==> config.mk <==
export PLATFORM = sky130hd
export DESIGN_NAME = pipeline_fwd_scoreboard_flat
export DESIGN_NICKNAME = d
export VERILOG_FILES = /design/src/rtl/pipeline_fwd_scoreboard_if.sv /design/src/rtl/pipeline_fwd_scoreboard.sv /design/src/flat_wrapper.sv
export SDC_FILE = /design/constraint.sdc
export NUM_CORES = 1
export LEC_CHECK = 0
export CAP_MARGIN = 30
export CORE_MARGIN = 4
export CORE_UTILIZATION = 35
export DETAILED_ROUTE_END_ITERATION = 16
export GPL_ROUTABILITY_DRIVEN = 0
export PLACE_DENSITY = 0.64
export SYNTH_ARGS = -nofsm -noshare
export SYNTH_HDL_FRONTEND = slang
export SYNTH_SLANG_ARGS = --single-unit
==> constraint.sdc <==
create_clock -name clk_i -period 2.1 [get_ports clk_i]
set_clock_uncertainty 0.2 [all_clocks]
set_input_delay 0.21 -clock clk_i [delete_from_list [all_inputs] [get_ports clk_i]]
set_output_delay 0.21 -clock clk_i [all_outputs]
set_load 0.005 [all_outputs]
==> src/rtl/pipeline_fwd_scoreboard_if.sv <==
// Decode-to-hazard-unit bundle: decoded instruction fields in, issue/stall/forwarding results out.
interface pipeline_fwd_scoreboard_if #(
  parameter int unsigned SEL_W = 2
);
  logic             dec_valid_i;
  logic [4:0]       rs1_i;
  logic [4:0]       rs2_i;
  logic             rs1_used_i;
  logic             rs2_used_i;
  logic [4:0]       rd_i;
  logic             rd_wr_i;
  logic             is_load_i;
  logic             flush_i;
  logic             valid_stall_i;
  logic             issue_o;
  logic             stall_load_o;
  logic             out_valid_o;
  logic [SEL_W-1:0] fwd_rs1_o;
  logic [SEL_W-1:0] fwd_rs2_o;
  logic [15:0]      stall_cnt_o;

  modport master (
    output dec_valid_i, rs1_i, rs2_i, rs1_used_i, rs2_used_i, rd_i, rd_wr_i, is_load_i,
    output flush_i, valid_stall_i,
    input  issue_o, stall_load_o, out_valid_o, fwd_rs1_o, fwd_rs2_o, stall_cnt_o
  );

  modport slave (
    input  dec_valid_i, rs1_i, rs2_i, rs1_used_i, rs2_used_i, rd_i, rd_wr_i, is_load_i,
    input  flush_i, valid_stall_i,
    output issue_o, stall_load_o, out_valid_o, fwd_rs1_o, fwd_rs2_o, stall_cnt_o
  );
endinterface

==> src/rtl/pipeline_fwd_scoreboard.sv <==
// Issue-side hazard unit: tracks the last FWD_DEPTH destinations, picks forwarding sources
// and raises load-use stalls; index 0 of the history is the youngest producer (slot 1).
module pipeline_fwd_scoreboard #(
  parameter int unsigned FWD_DEPTH = 2,
  parameter int unsigned LOAD_LAT  = 1,
  parameter int unsigned SEL_W     = $clog2(FWD_DEPTH + 1)
) (
  input logic                      clk_i,
  input logic                      reset_i,
  pipeline_fwd_scoreboard_if.slave bus
);

  logic [FWD_DEPTH-1:0]      hv_q, hv_d;
  logic [FWD_DEPTH-1:0]      hld_q, hld_d;
  logic [FWD_DEPTH-1:0][4:0] hrd_q, hrd_d;
  logic                      ov_q, ov_d;
  logic [SEL_W-1:0]          f1_q, f1_d, f2_q, f2_d;
  logic [15:0]               cnt_q, cnt_d;

  logic [SEL_W-1:0] sel1, sel2;
  logic             near1, near2;
  logic             stall_load, issue;

  // Scan oldest to youngest so the youngest match is the one left standing.
  always_comb begin
    sel1  = '0;
    sel2  = '0;
    near1 = 1'b0;
    near2 = 1'b0;
    for (int k = FWD_DEPTH - 1; k >= 0; k--) begin
      if (hv_q[k] && hrd_q[k] == bus.rs1_i && bus.rs1_i != 5'd0 && bus.rs1_used_i) begin
        sel1  = SEL_W'(k + 1);
        near1 = hld_q[k] && (k + 1 <= int'(LOAD_LAT));
      end
      if (hv_q[k] && hrd_q[k] == bus.rs2_i && bus.rs2_i != 5'd0 && bus.rs2_used_i) begin
        sel2  = SEL_W'(k + 1);
        near2 = hld_q[k] && (k + 1 <= int'(LOAD_LAT));
      end
    end
  end

  assign stall_load = bus.dec_valid_i & ~bus.flush_i & (near1 | near2);
  assign issue      = bus.dec_valid_i & ~stall_load & ~bus.valid_stall_i & ~bus.flush_i;

  always_comb begin
    hv_d  = hv_q;
    hld_d = hld_q;
    hrd_d = hrd_q;
    ov_d  = ov_q;
    f1_d  = f1_q;
    f2_d  = f2_q;
    if (bus.flush_i) begin
      hv_d = '0;
      ov_d = 1'b0;
      f1_d = '0;
      f2_d = '0;
    end else if (!bus.valid_stall_i) begin
      for (int k = 1; k < FWD_DEPTH; k++) begin
        hv_d[k]  = hv_q[k-1];
        hld_d[k] = hld_q[k-1];
        hrd_d[k] = hrd_q[k-1];
      end
      // Bubbles and stalled slots enter as invalid entries so older producers still age.
      hv_d[0]  = issue & bus.rd_wr_i & (bus.rd_i != 5'd0);
      hld_d[0] = bus.is_load_i;
      hrd_d[0] = bus.rd_i;
      ov_d     = issue;
      f1_d     = issue ? sel1 : '0;
      f2_d     = issue ? sel2 : '0;
    end
  end

  always_comb begin
    cnt_d = cnt_q;
    if (stall_load && !bus.valid_stall_i && cnt_q != 16'hFFFF) begin
      cnt_d = cnt_q + 16'd1;
    end
  end

  always_ff @(posedge clk_i) begin
    if (reset_i) begin
      hv_q  <= '0;
      hld_q <= '0;
      hrd_q <= '0;
      ov_q  <= 1'b0;
      f1_q  <= '0;
      f2_q  <= '0;
      cnt_q <= '0;
    end else begin
      hv_q  <= hv_d;
      hld_q <= hld_d;
      hrd_q <= hrd_d;
      ov_q  <= ov_d;
      f1_q  <= f1_d;
      f2_q  <= f2_d;
      cnt_q <= cnt_d;
    end
  end

  assign bus.issue_o      = issue;
  assign bus.stall_load_o = stall_load;
  assign bus.out_valid_o  = ov_q;
  assign bus.fwd_rs1_o    = f1_q;
  assign bus.fwd_rs2_o    = f2_q;
  assign bus.stall_cnt_o  = cnt_q;

endmodule

==> src/flat_wrapper.sv <==
// flat-port wrapper written by rule: the top's interface ports become plain ports
module pipeline_fwd_scoreboard_flat 
#(
  parameter int unsigned FWD_DEPTH = 2,
  parameter int unsigned LOAD_LAT  = 1,
  parameter int unsigned SEL_W     = $clog2(FWD_DEPTH + 1)
)
  (clk_i, reset_i, bus_dec_valid_i, bus_rs1_i, bus_rs2_i, bus_rs1_used_i, bus_rs2_used_i, bus_rd_i, bus_rd_wr_i, bus_is_load_i, bus_flush_i, bus_valid_stall_i, bus_issue_o, bus_stall_load_o, bus_out_valid_o, bus_fwd_rs1_o, bus_fwd_rs2_o, bus_stall_cnt_o);
  pipeline_fwd_scoreboard_if #(.SEL_W(SEL_W)) bus_i ();
  input logic clk_i;
  input logic reset_i;
  input wire logic [$bits(bus_i.dec_valid_i)-1:0] bus_dec_valid_i;
  input wire logic [$bits(bus_i.rs1_i)-1:0] bus_rs1_i;
  input wire logic [$bits(bus_i.rs2_i)-1:0] bus_rs2_i;
  input wire logic [$bits(bus_i.rs1_used_i)-1:0] bus_rs1_used_i;
  input wire logic [$bits(bus_i.rs2_used_i)-1:0] bus_rs2_used_i;
  input wire logic [$bits(bus_i.rd_i)-1:0] bus_rd_i;
  input wire logic [$bits(bus_i.rd_wr_i)-1:0] bus_rd_wr_i;
  input wire logic [$bits(bus_i.is_load_i)-1:0] bus_is_load_i;
  input wire logic [$bits(bus_i.flush_i)-1:0] bus_flush_i;
  input wire logic [$bits(bus_i.valid_stall_i)-1:0] bus_valid_stall_i;
  output wire logic [$bits(bus_i.issue_o)-1:0] bus_issue_o;
  output wire logic [$bits(bus_i.stall_load_o)-1:0] bus_stall_load_o;
  output wire logic [$bits(bus_i.out_valid_o)-1:0] bus_out_valid_o;
  output wire logic [$bits(bus_i.fwd_rs1_o)-1:0] bus_fwd_rs1_o;
  output wire logic [$bits(bus_i.fwd_rs2_o)-1:0] bus_fwd_rs2_o;
  output wire logic [$bits(bus_i.stall_cnt_o)-1:0] bus_stall_cnt_o;
  assign bus_i.dec_valid_i = bus_dec_valid_i;
  assign bus_i.rs1_i = bus_rs1_i;
  assign bus_i.rs2_i = bus_rs2_i;
  assign bus_i.rs1_used_i = bus_rs1_used_i;
  assign bus_i.rs2_used_i = bus_rs2_used_i;
  assign bus_i.rd_i = bus_rd_i;
  assign bus_i.rd_wr_i = bus_rd_wr_i;
  assign bus_i.is_load_i = bus_is_load_i;
  assign bus_i.flush_i = bus_flush_i;
  assign bus_i.valid_stall_i = bus_valid_stall_i;
  assign bus_issue_o = bus_i.issue_o;
  assign bus_stall_load_o = bus_i.stall_load_o;
  assign bus_out_valid_o = bus_i.out_valid_o;
  assign bus_fwd_rs1_o = bus_i.fwd_rs1_o;
  assign bus_fwd_rs2_o = bus_i.fwd_rs2_o;
  assign bus_stall_cnt_o = bus_i.stall_cnt_o;
  pipeline_fwd_scoreboard #(.FWD_DEPTH(FWD_DEPTH), .LOAD_LAT(LOAD_LAT), .SEL_W(SEL_W)) u_core (.clk_i(clk_i), .reset_i(reset_i), .bus(bus_i));
endmodule
==> metrics.csv, run 1 <==
metric;value;unit
die-area;6790;um2
synth_edf_count;0;
period_needed;2.36;ns
finalSetupTns;-2.98;ns
crit_slowest_cell;dfxtp_4;
syn_inst;226;
h-tree-depth;2;
path_cells;xor2_2 -> nor4_4 -> nand4b_4 -> buf_12 -> buf_4 -> a2111oi_4 -> mux2_4;
syn-mean-instance-area;8.58;um2
status;finished with violations;
crit_type;flop to flop;
num_rows;26;
power_density;412;nW/um2
route.met3.wl;261;um
vias;2017;
ys_ff_latch;34;
drc;0;
avgViaCountPerCell;5.04;
synthToLayoutAreaGrowth;66.8;%
fp.dieW;82.4;um
ctsHoldBuffers;0;
tritoncts;yes;
grt_max_degree;39;
ir_drop;0.317;mV
ant_nets;0;
cp-end-kind;flop;
post_drt_wl_per_cell;14.0;um
ys_seq_area_share;35.1;%
m1WireLength;2440;um
fmax;424;MHz
worstSkewPairLatency;0.29;ns
diodes;0;
crit_path_max_fanout;15;
antenna_found_initial;0;
p_comb_share;15.8;%
first_iter_violations;85;
maxCapViolCount;0;
fillCellCount;453;
whs;0.253;ns
drt_first_pass_iters;4;
hold_viol_final;0;
coreArea;5240;um2
switchingPower;342;uW
drive_above_1_share;34.2;%
rsz0062_at_grt;true;
finalCritPeriodShare;112;%
gr-total-overflow;0;
switching_share;25.7;%
cts_sinks;34;
grt_usage;17.2;%
violations;negative setup slack;
clock_power_share;34.7;%
start_kind;flop;
clk_pin_slew_worst_paths;0.07;ns
slew_headroom;75.3;%
hold_class;flop to flop;
drt-total-wl;5600;um
cts_buffers;5;
max-clock-path-buffers;2;
start_util;37.0;%
tightestPinTransition;0.367;ns
yosysUniqueCellTypes;39;
syn-num-nets;251;
synthArstFlopShare;0;%
grt_pass1_vias;1929;
p_seq_share;49.5;%
p_int;989;uW
numPortBuffers;46;
grt_pass1_wl;8770;um
top_layer;met4;
cts_root_buf;clkbuf_8;
final_max_slew_viol_count;0;
crit_arrival;2.34;ns
p_leak;1.27;nW
hpwl;4050;um
die_h;82.4;um
wl_met2;2810;um
ys.flop_type;dfxtp_1;
max_stage_delay;0.36;ns
final_nets;355;
synth_warnings;0;
setup_viol;18;
ioPinCount;47;
worst_ep_required_time;2.09;ns
fin_ws;-0.257;ns
synthesis.area;1940;um2
total_power;1.33;mW
-- cells in the mapped netlist (2+ instances only) --
| cell type | instances | area share (%) |
|---|---|---|
| mux2i_1 | 2 | 1.0 |
| or2_2 | 2 | 0.65 |
| or4_1 | 3 | 1.2 |
| dfxtp_1 | 34 | 35 |
| a21oi_1 | 11 | 2.8 |
| mux2_1 | 5 | 2.9 |
| nand3_1 | 8 | 2.1 |
| nor2b_1 | 15 | 4.8 |
| nand4b_2 | 2 | 1.5 |
| nor2_1 | 20 | 3.9 |
| nor4_1 | 2 | 0.65 |
| nand2b_1 | 2 | 0.65 |
| xor2_1 | 12 | 5.4 |
| a2111oi_0 | 8 | 3.6 |
| nor4_2 | 2 | 1.3 |
| o31ai_1 | 5 | 1.9 |
| clkbuf_1 | 7 | 1.4 |
| nand2_1 | 35 | 6.8 |
| o21ai_1 | 2 | 0.52 |
| nand4_1 | 8 | 2.6 |
| buf_1 | 2 | 0.39 |
| a211oi_1 | 5 | 1.9 |
| mux2_2 | 10 | 5.8 |
| o21ai_0 | 2 | 0.52 |
| xnor2_1 | 8 | 3.6 |
-- per-layer routing --
metal,vias to the layer above,GRT usage (%)
li1,1018,-
met1,949,21.0
met2,43,28.4
met3,7,4.99
met4,0,6.31
met5,-,0
-- per-stage QoR --
step	util, %	instances	setup slack (ns)	cell area [um2]
6_report	61.7	400	-0.257	3230
5_1_grt	61.7	400	-0.378	3230
4_1_cts	60.6	400	-0.242	3170
3_5_place_dp	55.1	385	-0.689	2890
3_3_place_gp	55.1	385	-0.727	2890
2_1_floorplan	-	226	-0.0608	1950
-- cells in the final DEF (no fill, tap or decap), drive strengths merged, types with 3 or more instances in the layout --
cell type	netlist	final
nand4	8	8
xor2	12	12
nand3	8	8
a211oi	6	6
nor2	20	20
clkbuf	7	7
a2111oi	9	9
clkdlybuf4s50	0	35
mux2	15	15
nor2b	15	15
o21ai	4	4
xnor2	8	8
or4	3	3
dfxtp	34	34
nand2	35	35
a21oi	12	12
dlygate4sd2	0	7
o31ai	5	5
buf	5	65
nor4	4	4
-- worst paths after layout --
path,startpoint,depth (start not counted),to,slack (ns)
worst min-delay path,u_core.bus.out_valid_o$_SDFFE_PP0N_,2,u_core.bus.out_valid_o$_SDFFE_PP0N_,0.25
worst max register to register,u_core.hrd_q[2]$_SDFFE_PP0P_,7,u_core.bus.stall_cnt_o[14]$_SDFFE_PP0P_,-0.26
worst max-delay path,u_core.hrd_q[2]$_SDFFE_PP0P_,7,u_core.bus.stall_cnt_o[14]$_SDFFE_PP0P_,-0.26
worst min register to register,u_core.bus.out_valid_o$_SDFFE_PP0N_,2,u_core.bus.out_valid_o$_SDFFE_PP0N_,0.25
-- final cells by class --
type / instances / area, um2 / share of cell area (%)
timing repair buffer: 109 / 972 / 30.1
sequential: 34 / 689 / 21.3
tap: 70 / 87.6 / 2.71
inverter: 1 / 3.75 / 0.116
multi-input combinational: 179 / 1400 / 43.4
clock buffer: 7 / 76.3 / 2.36
-- registers in the layout (all words and copies together), names as in the netlist --
name,cells
u_core.bus.stall_cnt_o,16
u_core.hrd_q,10
u_core.bus.fwd_rs1_o,2
u_core.bus.fwd_rs2_o,2
u_core.hv_q,2
u_core.bus.out_valid_o,1
u_core.hld_q,1
-- worst max-delay path, delay by kind of cell (launching register included) --
kind / cells / cell delay [ns]
xor+xnor: 1 / 0.19
flops: 1 / 0.36
buf+inv: 2 / 0.34
simple gates: 2 / 0.52
mux: 1 / 0.33
compound gates: 1 / 0.31
-- power by group through the flow --
stage	registers (mW)	logic, mW	clock network (mW)
after floorplan	0.674	0.0732	0
after global placement	0.675	0.182	0
after detailed placement	0.675	0.185	0
after CTS	0.659	0.207	0.473
after global routing	0.660	0.227	0.498
final	0.659	0.210	0.462
-- cell families after synthesis --
| kind of cell | Yosys count | synth area share [%] |
|---|---|---|
| AO/OA/AOI/OAI | 37 | 14.4 |
| XOR/XNOR | 20 | 9.04 |
| adder cells (fa/ha/maj) | 1 | 0.645 |
| buffers and inverters | 13 | 3.16 |
| flip-flops | 34 | 35.1 |
| multiplexers | 17 | 9.75 |
| AND/OR/NAND/NOR | 104 | 27.9 |
-- timing repair --
item                                    CTS  global route
setup buffers                             9             0
pin swaps                                 8             1
resized for setup                        58            11
endpoints found under the setup margin   20            19
Power figures use the tool's default switching activity.
==> inputs of run 2 (changes only) <==
CTS_CLUSTER_SIZE = 40   (was unset)
==> results of run 2 <==
Same layout as run 1: the final DEF is identical, and so are final timing and power.
==> inputs of run 3 (changes only) <==
CTS_BUF_LIST = sky130_fd_sc_hd__clkbuf_4 sky130_fd_sc_hd__clkbuf_8   (was unset)
CTS_CLUSTER_DIAMETER = 80   (was unset)
==> run 3 against run 2 <==
Net effect: the flow still finishes with violations (negative setup slack); count of clock-buffer cells in the layout stayed put; critical path depth stayed put; highest routed layer unchanged; total power is 1.5% higher; core utilization is 0.19 points higher; final area is 0.31% higher; critical endpoint unchanged; first-iteration DRC count is 21% lower; largest cell class unchanged; worst hold slack hardly changed; sequential power hardly changed; cell count is 0.25% higher; fmax hardly changed; register-to-register slack hardly changed.
==> metrics.csv, run 3 (same netlist as run 1, synthesis figures left out) <==
metric;value;unit;change
fillCellCount;447;;was 453
cp.depth;7;;unchanged
maxCapViolCount;0;;unchanged
place_area;2890;um2;unchanged
ioPinCount;47;;unchanged
first_iter_violations;67;;was 85
diodes;0;;unchanged
cts_buffers;5;;unchanged
crit_arrival;2.34;ns;about the same
crit_slowest_cell;dfxtp_4;;unchanged
final_nets;356;;was 355
hold_class;flop to flop;;unchanged
fp.dieW;82.4;um;unchanged
hold_viol_final;0;;unchanged
reg2reg_slack;-0.26;ns;about the same
finalCritPeriodShare;112;%;about the same
cp-end-kind;flop;;unchanged
drt-total-wl;5440;um;was 5600 um
grt_max_degree;39;;unchanged
path_buf_inv;2;;unchanged
final_max_slew_viol_count;0;;unchanged
r2r-start;u_core.hrd_q[2]$_SDFFE_PP0P_;;unchanged
worst_ep_required_time;2.08;ns;was 2.09 ns
synthToLayoutAreaGrowth;67.3;%;was 66.8%
start_util;37.0;%;unchanged
cts_sinks;34;;unchanged
crit_type;flop to flop;;unchanged
h-tree-depth;2;;unchanged
tightestPinTransition;0.345;ns;was 0.367 ns
max-clock-path-buffers;2;;unchanged
power_density;417;nW/um2;was 412 nW/um2
post_drt_wl_per_cell;13.6;um;was 14.0 um
ant_nets;0;;unchanged
gr-total-overflow;0;;unchanged
grt_usage;17.2;%;about the same
rr_worst_depth;7;;unchanged
slew_headroom;76.8;%;was 75.3%
startpoint;u_core.hrd_q[2]$_SDFFE_PP0P_;;unchanged
r2r-end;u_core.bus.stall_cnt_o[14]$_SDFFE_PP0P_;;unchanged
num_rows;26;;unchanged
numPortBuffers;46;;unchanged
period_needed;2.36;ns;about the same
antenna_found_initial;0;;unchanged
drc;0;;unchanged
p_leak;1.27;nW;about the same
final_area;3240;um2;was 3230 um2
path_cells;xor2_2 -> nor4_4 -> nand4b_4 -> buf_8 -> buf_4 -> a2111oi_4 -> mux2_4;;was xor2_2 -> nor4_4 -> nand4b_4 -> buf_12 -> buf_4 -> a2111oi_4 -> mux2_4
grt_pass1_wl;8800;um;was 8770 um
setup.worst_path.end;u_core.bus.stall_cnt_o[14]$_SDFFE_PP0P_;;unchanged
die_h;82.4;um;unchanged
fmax;424;MHz;about the same
start_kind;flop;;unchanged
cts_root_buf;clkbuf_8;;unchanged
die-area;6790;um2;unchanged
fin_ws;-0.256;ns;was -0.257 ns
status;finished with violations;;unchanged
tritoncts;yes;;unchanged
avgViaCountPerCell;4.96;;was 5.04
layout_common_cells;buf_4 (56), nand2_1 (35), clkdlybuf4s50_1 (35), dfxtp_1 (31), nor2_1 (19);;was buf_4 (55), nand2_1 (35), clkdlybuf4s50_1 (35), dfxtp_1 (31), nor2_1 (19)
largest_reg_flops;16;;unchanged
violations;negative setup slack;;unchanged
rsz0062_at_grt;true;;unchanged
worstSkewPairLatency;0.29;ns;about the same
total_power;1.35;mW;was 1.33 mW
drt_first_pass_iters;4;;unchanged
clk_pin_slew_worst_paths;0.07;ns;about the same
path_delay_family;simple AND/OR/NAND/NOR gates;;unchanged
drive_above_1_share;35.0;%;was 34.2%
hpwl;4050;um;unchanged
ir_drop;0.314;mV;was 0.317 mV
grt_pass1_vias;1924;;was 1929
max_stage_delay;0.36;ns;about the same
mostFrequentLayoutCell;buf_4;;unchanged
coreArea;5240;um2;unchanged
setup_viol;18;;unchanged
crit_path_max_fanout;15;;unchanged
vias;1990;;was 2017
run 3: cell count changes in the layout (fill, tap and decap cells not counted), sizes merged:
cell	previous run	this run
buf	65	66
run 3: layout make-up:
type | instances | area (um2) | area share (%)
tap | 70 | 87.6 | 2.70
timing repair buffer | 110 | 975 | 30.1
sequential | 34 | 689 | 21.3
clock buffer | 7 | 83.8 | 2.59
inverter | 1 | 3.75 | 0.116
multi-input combinational | 179 | 1400 | 43.3
run 3: worst reg2reg max path, stage by stage (launching register included):
cell and delay [ns]:
dfxtp_4 0.36, xor2_2 0.19, nor4_4 0.35, nand4b_4 0.17, buf_8 0.20, buf_4 0.16, a2111oi_4 0.31, mux2_4 0.33
run 3: metal layers:
metal	vias up	wire, um	track usage [%]
li1	1016	-	-
met1	937	2440	21.2
met2	32	2730	28.8
met3	5	218	4.88
met4	0	48	5.81
met5	-	0	0
run 3: what timing repair did:
item / 4_1_cts / 5_1_grt
buffers inserted: 9 / 1
endpoints found under the setup margin: 20 / 19
cloned: 0 / 0
resized for setup: 58 / 10
pin swaps: 8 / 2
hold buffers: 0 / 0
run 3: per-stage QoR:
stage | setup slack (ns) | util [%] | hold WS [ns] | cells | TNS [ns]
detailed placement | -0.689 | 55.1 | 0.242 | 385 | -10.91
finish | -0.256 | 61.9 | 0.253 | 401 | -2.65
floorplan | -0.0608 | - | 0.0893 | 226 | -0.376
global route | -0.333 | 61.9 | 0.278 | 401 | -4.63
CTS | -0.243 | 60.8 | 0.258 | 400 | -2.83
global placement | -0.727 | 55.1 | 0.237 | 385 | -10.24
run 3: worst min path at each step:
| stage | from | endpoint | slack [ns] | depth (start not counted) |
|---|---|---|---|---|
| 6_report | u_core.bus.out_valid_o$_SDFFE_PP0N_ | u_core.bus.out_valid_o$_SDFFE_PP0N_ | 0.25 | 2 |
| 3_3_place_gp | u_core.bus.fwd_rs2_o[1]$_SDFFE_PP0N_ | u_core.bus.fwd_rs2_o[1]$_SDFFE_PP0N_ | 0.24 | 2 |
| 5_1_grt | u_core.bus.fwd_rs1_o[0]$_SDFFE_PP0N_ | u_core.bus.fwd_rs1_o[0]$_SDFFE_PP0N_ | 0.28 | 2 |
| 3_5_place_dp | u_core.bus.fwd_rs2_o[0]$_SDFFE_PP0N_ | u_core.bus.fwd_rs2_o[0]$_SDFFE_PP0N_ | 0.24 | 2 |
| 2_1_floorplan | bus_flush_i | u_core.hv_q[1]$_SDFFE_PP0N_ | 0.09 | 1 |
| 4_1_cts | u_core.bus.fwd_rs2_o[0]$_SDFFE_PP0N_ | u_core.bus.fwd_rs2_o[0]$_SDFFE_PP0N_ | 0.26 | 2 |
run 3: where the power goes:
group / internal (mW) / switching, mW
combinational: 0.111 / 0.100
sequential: 0.651 / 0.00823
clock: 0.254 / 0.226
total: 1.02 / 0.335
